==> src/rtl/generic_fifo_ext.sv <==
// Parametrised synchronous FIFO with full/almost flags, occupancy count, sticky
// error flags, arbitrary depth and a registered or first-word fall-through read port.
module generic_fifo_ext #(
  parameter int GENERIC_FIFO_DEPTH        = 8,
  parameter int GENERIC_FIFO_DATA_WIDTH   = 32,
  parameter int GENERIC_FIFO_AF_THRESHOLD = 2,
  parameter int GENERIC_FIFO_AE_THRESHOLD = 1,
  parameter int GENERIC_FIFO_FWFT         = 0
) (
  input  logic                                       clk,
  input  logic                                       reset_poweron,
  input  logic                                       clear,
  input  logic                                       write,
  input  logic [GENERIC_FIFO_DATA_WIDTH-1:0]         write_data,
  input  logic                                       read,
  output logic [GENERIC_FIFO_DATA_WIDTH-1:0]         read_data,
  output logic                                       read_valid,
  output logic                                       empty,
  output logic                                       full,
  output logic                                       almost_full,
  output logic                                       almost_empty,
  output logic [$clog2(GENERIC_FIFO_DEPTH+1)-1:0]    count,
  output logic                                       overflow,
  output logic                                       underflow
);

  localparam int CW = $clog2(GENERIC_FIFO_DEPTH + 1);
  localparam int AW = $clog2(GENERIC_FIFO_DEPTH);
  localparam logic [CW-1:0] DEPTH_C  = CW'(GENERIC_FIFO_DEPTH);
  localparam logic [AW-1:0] LAST_PTR = AW'(GENERIC_FIFO_DEPTH - 1);

  logic [GENERIC_FIFO_DATA_WIDTH-1:0] mem [GENERIC_FIFO_DEPTH];
  logic [AW-1:0] wp;
  logic [AW-1:0] rp;
  logic          rd_acc;
  logic          wr_acc;
  logic          flush;

  // Explicit wrap so non-power-of-two depths never index past the last entry.
  function automatic logic [AW-1:0] ptr_inc(input logic [AW-1:0] p);
    return (p == LAST_PTR) ? '0 : p + AW'(1);
  endfunction

  assign flush  = reset_poweron | clear;
  assign rd_acc = read & (count != '0);
  assign wr_acc = write & ((count != DEPTH_C) | rd_acc);

  always_ff @(posedge clk) begin
    if (flush) begin
      wp        <= '0;
      rp        <= '0;
      count     <= '0;
      overflow  <= 1'b0;
      underflow <= 1'b0;
    end else begin
      if (wr_acc) wp <= ptr_inc(wp);
      if (rd_acc) rp <= ptr_inc(rp);
      case ({wr_acc, rd_acc})
        2'b10:   count <= count + CW'(1);
        2'b01:   count <= count - CW'(1);
        default: count <= count;
      endcase
      if (write & ~wr_acc) overflow  <= 1'b1;
      if (read & ~rd_acc)  underflow <= 1'b1;
    end
  end

  always_ff @(posedge clk) begin
    if (!flush && wr_acc) mem[wp] <= write_data;
  end

  assign empty        = (count == '0);
  assign full         = (count == DEPTH_C);
  assign almost_full  = int'(DEPTH_C - count) <= GENERIC_FIFO_AF_THRESHOLD;
  assign almost_empty = int'(count) <= GENERIC_FIFO_AE_THRESHOLD;

  generate
    if (GENERIC_FIFO_FWFT != 0) begin : g_fwft
      // Head entry is presented directly; read acts as the pop acknowledge.
      assign read_data  = mem[rp];
      assign read_valid = ~empty;
    end else begin : g_reg
      logic [GENERIC_FIFO_DATA_WIDTH-1:0] rdata_p1;
      logic                               vld_p1;

      // p0 -> p1: pop data registered one cycle after the accepted read.
      always_ff @(posedge clk) begin
        if (reset_poweron) begin
          rdata_p1 <= '0;
          vld_p1   <= 1'b0;
        end else if (clear) begin
          vld_p1   <= 1'b0;
        end else begin
          vld_p1 <= rd_acc;
          if (rd_acc) rdata_p1 <= mem[rp];
        end
      end

      assign read_data  = rdata_p1;
      assign read_valid = vld_p1;
    end
  endgenerate

endmodule

==> config.mk <==
export PLATFORM = sky130hd
export DESIGN_NAME = generic_fifo_ext
export DESIGN_NICKNAME = d
export VERILOG_FILES = /design/src/rtl/generic_fifo_ext.sv
export SDC_FILE = /design/constraint.sdc
export NUM_CORES = 1
export LEC_CHECK = 0
export CAP_MARGIN = 20
export CORE_AREA = 2 2 156 196
export CTS_CLUSTER_SIZE = 12
export DETAILED_ROUTE_END_ITERATION = 12
export DIE_AREA = 0 0 158 198
export GPL_ROUTABILITY_DRIVEN = 0
export GPL_TIMING_DRIVEN = 0
export SYNTH_ARGS = -nofsm -noshare
export SYNTH_HDL_FRONTEND = slang
export SYNTH_SLANG_ARGS = --single-unit
==> constraint.sdc <==
create_clock -name clk -period 7.45 [get_ports clk]
set_clock_uncertainty 0.15 [all_clocks]
set_input_delay 1.1175 -clock clk [delete_from_list [all_inputs] [get_ports clk]]
set_output_delay 1.1175 -clock clk [all_outputs]
set_load 0.03 [all_outputs]
==> impl_results.md, run 1 <==
* Outcome: finished, final reports clean
* Clk_lat worst skew at 550 ps
* Fin cells at 1,193
* Dpl hpwl at 16,700 um
* Initial DRC Count at 432
* Share of the synthesized area in the top cell type at 65.9%
* Least-Margin Pin Slew at 1030 ps
* Pre-antenna DRT Iters at 4
* CTS Buf Count at 30
* Seq pwr share at 53.4%
* Design Power at 3.47 mW
* Number of nets in the layout at 813
* P_leak at 4.43 nW
* Largest net degree at the start of global routing at 22
* Filler cells at 2,528
* Number of synthesized register bits at around 300
* Register area share after synthesis at between 70% and 80%
* Via/cell ratio at 5.17
* Top cell type by total area after synthesis: edfxtp_1
* Vias in the first global route at 6,510
* Clock sink count at 301
* Yosys cell types at 39
* Grt total ovfl at 0
* Max FO, Critical Path at 9
* Post-CTS setup buffer count at 0
* Crit. End Element: output port
* Port bufs at 78
* Worst Path Buf+Inv at 3
* Initial Utilization at 39.3%
* Clk pwr share at 41.0%
* Share of flip-flops with an asynchronous set or reset at 0%
* Post-synth EDFFs at around 260
* All-Layer GR Usage at between 10% and 20%
* Post-synthesis instance area at 11,700 um^2
* Kind of critical path: reg2out
* DRC Markers at 0
* Placed cells at 1,136
* Synth Area per Inst at 18.1 um^2
* Reg clk slew, reported paths at 60 ps
* CTS resizes at 0
* Initial antenna violation count at 2
* CTS root buf: clkbuf_16
* Pint at 2.75 mW
* CP startpoint kind: register
* Setup WS post-layout at 3250 ps
* Switching power at 0.724 mW
* Die Wd at 158 um
* Final period utilization at 56.4%
* FMAX at between 0.2 and 0.25 GHz
* Critical-path top delay cell: clkdlybuf4s50_1
* Syn_nets at slightly below 700
* Max-Cap Viols at 0
* Cell Chain, Critical Path: inv_1, ha_1, or3b_1, buf_4, o311ai_0, clkdlybuf4s50_1
* Mapped Cells at roughly 640
* Final setup fails at 0
* Switch share at 20.8%
* Layout cells sized above 1 at 19.6%
* Top cell family by delay on the critical path: buffers and inverters
* Top-level port count at 80
* DR WL/cell at roughly 22 um
* Core ar. at 29,700 um^2
* Hold Fails Final Rpt at 0
* # H-tree levels at 1
* Min-delay worst type: reg2reg
* Peak VDD IR at 0.143 mV
* Power Dens Cells at 246 nW/um^2
* Via Count at around 6,200
* CTS Buffer Depth at 3
* CP Data Required Time at 6180 ps
* Slew margin rel. at a little under a third
* Gate power share at 5.6%
* FP Rows at 71
* Yosys warnings at 0
* Antenna-violating nets left at 0
* Worst stage delay on the critical path at 740 ps
* Die ar. at around 31,000 um^2
* Leading post-synthesis cells by cell area: edfxtp_1 (66%), dfxtp_1 (7.7%), mux2i_1 (5.6%)
* Hold buffers post-CTS at 0
* CP Data Arrival Time at just under 3000 ps
* Most common cell after layout, fill and taps aside: edfxtp_1
* Pre-CTS setup slack at approximately 3200 ps
* TritonCTS clock tree: done
* RSZ-0062 raised after global routing: false
* Fin. max-slew vios at 0
* Top_reg_cell synth: edfxtp_1
* Global-route wire length before repair at between 30,000 and 40,000 um
* Routed WL at roughly 26,000 um
* Synthesis-to-layout area growth at 21.3%
* Post-layout min period at roughly 4200 ps
* Chip height at 198 um
* Most frequent cells in the layout: edfxtp_1 (256), clkdlybuf4s50_1 (78), mux2i_1 (65), dfxtp_1 (45), nor2_1 (42)
-- power groups by stage --
stage,clock (mW),combinational [mW],sequential (mW)
after floorplan,0,0.0838,1.91
after global placement,0,0.187,1.89
after detailed placement,0,0.196,1.89
after CTS,1.45,0.197,1.85
after global routing,1.52,0.210,1.86
final,1.43,0.194,1.85
-- cells in the mapped netlist (2+ instances only) --
master / number
a211oi_1: 31
a211oi_2: 2
a21oi_1: 9
buf_2: 12
buf_4: 8
buf_6: 8
clkbuf_1: 11
dfxtp_1: 45
edfxtp_1: 256
ha_1: 9
inv_1: 4
mux2i_1: 65
mux4_1: 5
mux4_2: 28
nand2_1: 8
nand2b_1: 3
nand4b_1: 2
nor2_1: 48
nor3_1: 4
nor3_2: 30
o21ai_0: 2
o22ai_1: 31
or2_2: 2
or3_1: 3
or3_4: 2
or3b_1: 2
xor2_1: 2
-- state kept, by name (all words and copies together), names as in the netlist --
register	cells
underflow	1
wp	3
read_data	32
mem	256
count	4
overflow	1
rp	3
read_valid	1
-- cell type report --
class	instances	area [um^2]	area share, %
flip-flops and latches	301	8590	60.7
plain buffers	39	251	1.78
multi-input cells	299	2860	20.2
repair buffers	91	998	7.06
clock buffers	54	922	6.52
well taps	401	502	3.55
clock inverters	2	8.76	0.0619
diodes	1	2.50	0.0177
inverters	5	18.8	0.133
-- cell families after synthesis --
| group | count (synthesis) | synth area share, % |
|---|---|---|
| AO/OA/AOI/OAI | 77 | 4.48 |
| XOR/XNOR | 3 | 0.225 |
| adder cells (fa/ha/maj) | 9 | 0.965 |
| buffers and inverters | 44 | 2.32 |
| flip-flops | 301 | 73.6 |
| multiplexers | 98 | 12.1 |
| AND/OR/NAND/NOR | 112 | 6.26 |
-- metrics by stage --
stage	setup TNS (ps)	util [%]	hold WS, ps	area [um^2]
2_1_floorplan	0	-	343	11700
3_5_place_dp	0	44.6	307	13200
6_report	0	47.7	317	14200
3_3_place_gp	-23540	43.6	304	12900
4_1_cts	0	47.7	324	14100
5_1_grt	0	47.7	352	14100
-- worst min-delay path: stages, from the launching register on --
cell	delay, ps
dfxtp_1	320
a21oi_1	40
nor2_1	70
-- routing by layer --
metal	GRT usage [%]	wire length (um)	vias up
met5	0	12	-
met1	20.6	10600	3157
met3	2.65	1320	47
met4	6.11	705	2
li1	-	-	2808
met2	29.3	13200	157
-- worst paths after layout --
path	startpoint	cells after the start	to	slack, ps
setup / recovery	count[0]	6	almost_full	3250
hold / removal	overflow	2	overflow	320
setup reg to reg	count[0]	8	mem[4][23]	4120
hold reg to reg	overflow	2	overflow	320
(Power assumes the default switching activity.)
==> run 2: changes to the inputs <==
clock period = 4.1 ns   (was 7.45 ns; I/O delays follow)
==> impl_results.md, run 2 (synthesis results as in run 1) <==
* Least-Margin Pin Slew at 924 ps
* Core Util, Final at 47.8%
* Pre-antenna DRT Iters at 5
* Kind of critical path: reg2out
* Final period utilization at a little over 90%
* Seq pwr share at 53.6%
* Peak VDD IR at 0.270 mV
* Most flops, register: mem
* DRC Markers at 0
* CTS Buffer Depth at 3
* Routed WL at roughly 25,000 um
* Hold buffers post-CTS at 0
* Switching power at roughly 1.3 mW
* Top cell family by delay on the critical path: buffers and inverters
* Largest net degree at the start of global routing at 20
* Worst stage delay on the critical path at 750 ps
* Reg clk slew, reported paths at 60 ps
* CTS root buf: clkbuf_16
* Outcome: finished, final reports clean
* Die ar. at 31,300 um^2
* Number of nets in the layout at 810
* Cell Chain, Critical Path: inv_1, ha_1, or3b_1, buf_4, o311ai_0, clkdlybuf4s50_1
* Most common cell after layout, fill and taps aside: edfxtp_1
* Core ar. at 29,700 um^2
* Switch share at 20.6%
* Crit path from: count[1]
* Reg2Reg Launch Point: count[0]
* Dpl hpwl at 16,500 um
* Most frequent cells in the layout: edfxtp_1 (256), clkdlybuf4s50_1 (78), mux2i_1 (65), dfxtp_1 (45), nor2_1 (42)
* Clock sink count at 301
* Sequential cell area at 8590 um^2
* Clk_lat worst skew at 540 ps
* Initial DRC Count at 421
* CP startpoint kind: register
* CP Data Required Time at 3340 ps
* FP Rows at 71
* Initial Utilization at 39.3%
* CP Data Arrival Time at 3000 ps
* Global-route wire length before repair at 38,000 um
* Max FFs per register at 256
* Max-Cap Viols at 0
* Slew margin rel. at 38.4%
* FMAX at ~0.27 GHz
* Worst Path Buf+Inv at 3
* P_leak at between 4 and 5 nW
* Power Dens Cells at 444 nW/um^2
* Post-layout min period at 3760 ps
* DR WL/cell at 21.2 um
* Fin. max-slew vios at 0
* Pint at 4.99 mW
* Die Wd at 158 um
* All-Layer GR Usage at 16.3%
* Vias in the first global route at 6,597
* Via/cell ratio at approximately 5.2
* Gate power share at 5.7%
* Startpoint of the worst hold path: overflow
* Min-delay worst type: reg2reg
* Setup TNS at 0 ps
* Hold Fails Final Rpt at 0
* Post-CTS setup buffer count at 0
* CTS resizes at 0
* Via Count at ~6,200
* Crit. End Element: output port
* Filler cells at 2,545
* Top-level port count at 80
* Chip height at roughly 200 um
* Synthesis-to-layout area growth at 21.6%
* Initial antenna violation count at 2
* Max FO, Critical Path at 8
* Grt total ovfl at 0
* Port bufs at 78
* Clk pwr share at 40.7%
* TritonCTS clock tree: done
* Layout cells sized above 1 at between 10% and 20%
* Final setup fails at 0
* CTS Buf Count at 30
* Antenna-violating nets left at 0
* # H-tree levels at 1
* RSZ-0062 raised after global routing: false
* Multi-input logic area at 2870 um^2
* Critical-path top delay cell: clkdlybuf4s50_1
run 2: changes by cell type in the layout (fill, tap and decap cells not counted), moves of 3 or more:
cell	previous run	this run
buf_6	14	8
buf_16	2	7
clkbuf_1	28	31
clkbuf_8	6	2
run 2: final timing paths:
kind	end	slack, ps	depth (start not counted)
min	overflow	320	2
max	almost_full	340	6
min reg2reg	overflow	320	2
max reg2reg	mem[6][20]	1000	8
run 2: power by group through the flow:
stage	clock network [mW]	logic [mW]	registers [mW]
2_1_floorplan	0	0.152	3.47
3_3_place_gp	0	0.340	3.43
3_5_place_dp	0	0.359	3.44
4_1_cts	2.62	0.360	3.37
5_1_grt	2.74	0.383	3.37
6_report	2.56	0.356	3.37
run 2: final cells by class:
| type | count | share of cell area, % |
|---|---|---|
| tap | 401 | 3.54 |
| sequential | 301 | 60.6 |
| clock inverter | 3 | 0.273 |
| inverter | 5 | 0.132 |
| timing repair buffer | 88 | 7.25 |
| antenna | 2 | 0.0353 |
| clock buffer | 53 | 6.19 |
| multi-input combinational | 299 | 20.3 |
| buffer | 39 | 1.77 |
run 2: metrics by stage:
| step | setup WS [ps] | power, mW | std cells | area, um^2 | hold WS [ps] |
|---|---|---|---|---|---|
| floorplan | 325 | 3.62 | 644 | 11700 | 362 |
| global placement | -1400 | 3.77 | 1123 | 13000 | 306 |
| detailed placement | 631 | 3.80 | 1133 | 13300 | 302 |
| CTS | 282 | 6.35 | 1189 | 14200 | 319 |
| global route | 123 | 6.49 | 1190 | 14200 | 343 |
| finish | 339 | 6.29 | 1191 | 14200 | 316 |
run 2: layer usage:
layer	GRT usage (%)	vias up	routed length (um)
li1	-	2813	-
met1	19.7	3217	9950
met2	29.6	156	13400
met3	2.60	49	1170
met4	5.07	0	670
met5	0	-	0
run 2: tightest hold or removal path: stages (launching register included):
cell and delay [ps]:
dfxtp_1 320, a21oi_1 40, nor2_1 70
==> run 3: changes to the inputs <==
GPL_ROUTABILITY_DRIVEN = 1   (was 0)
==> results of run 3 <==
The final DEF is identical to that of run 2; final timing and power are the same.
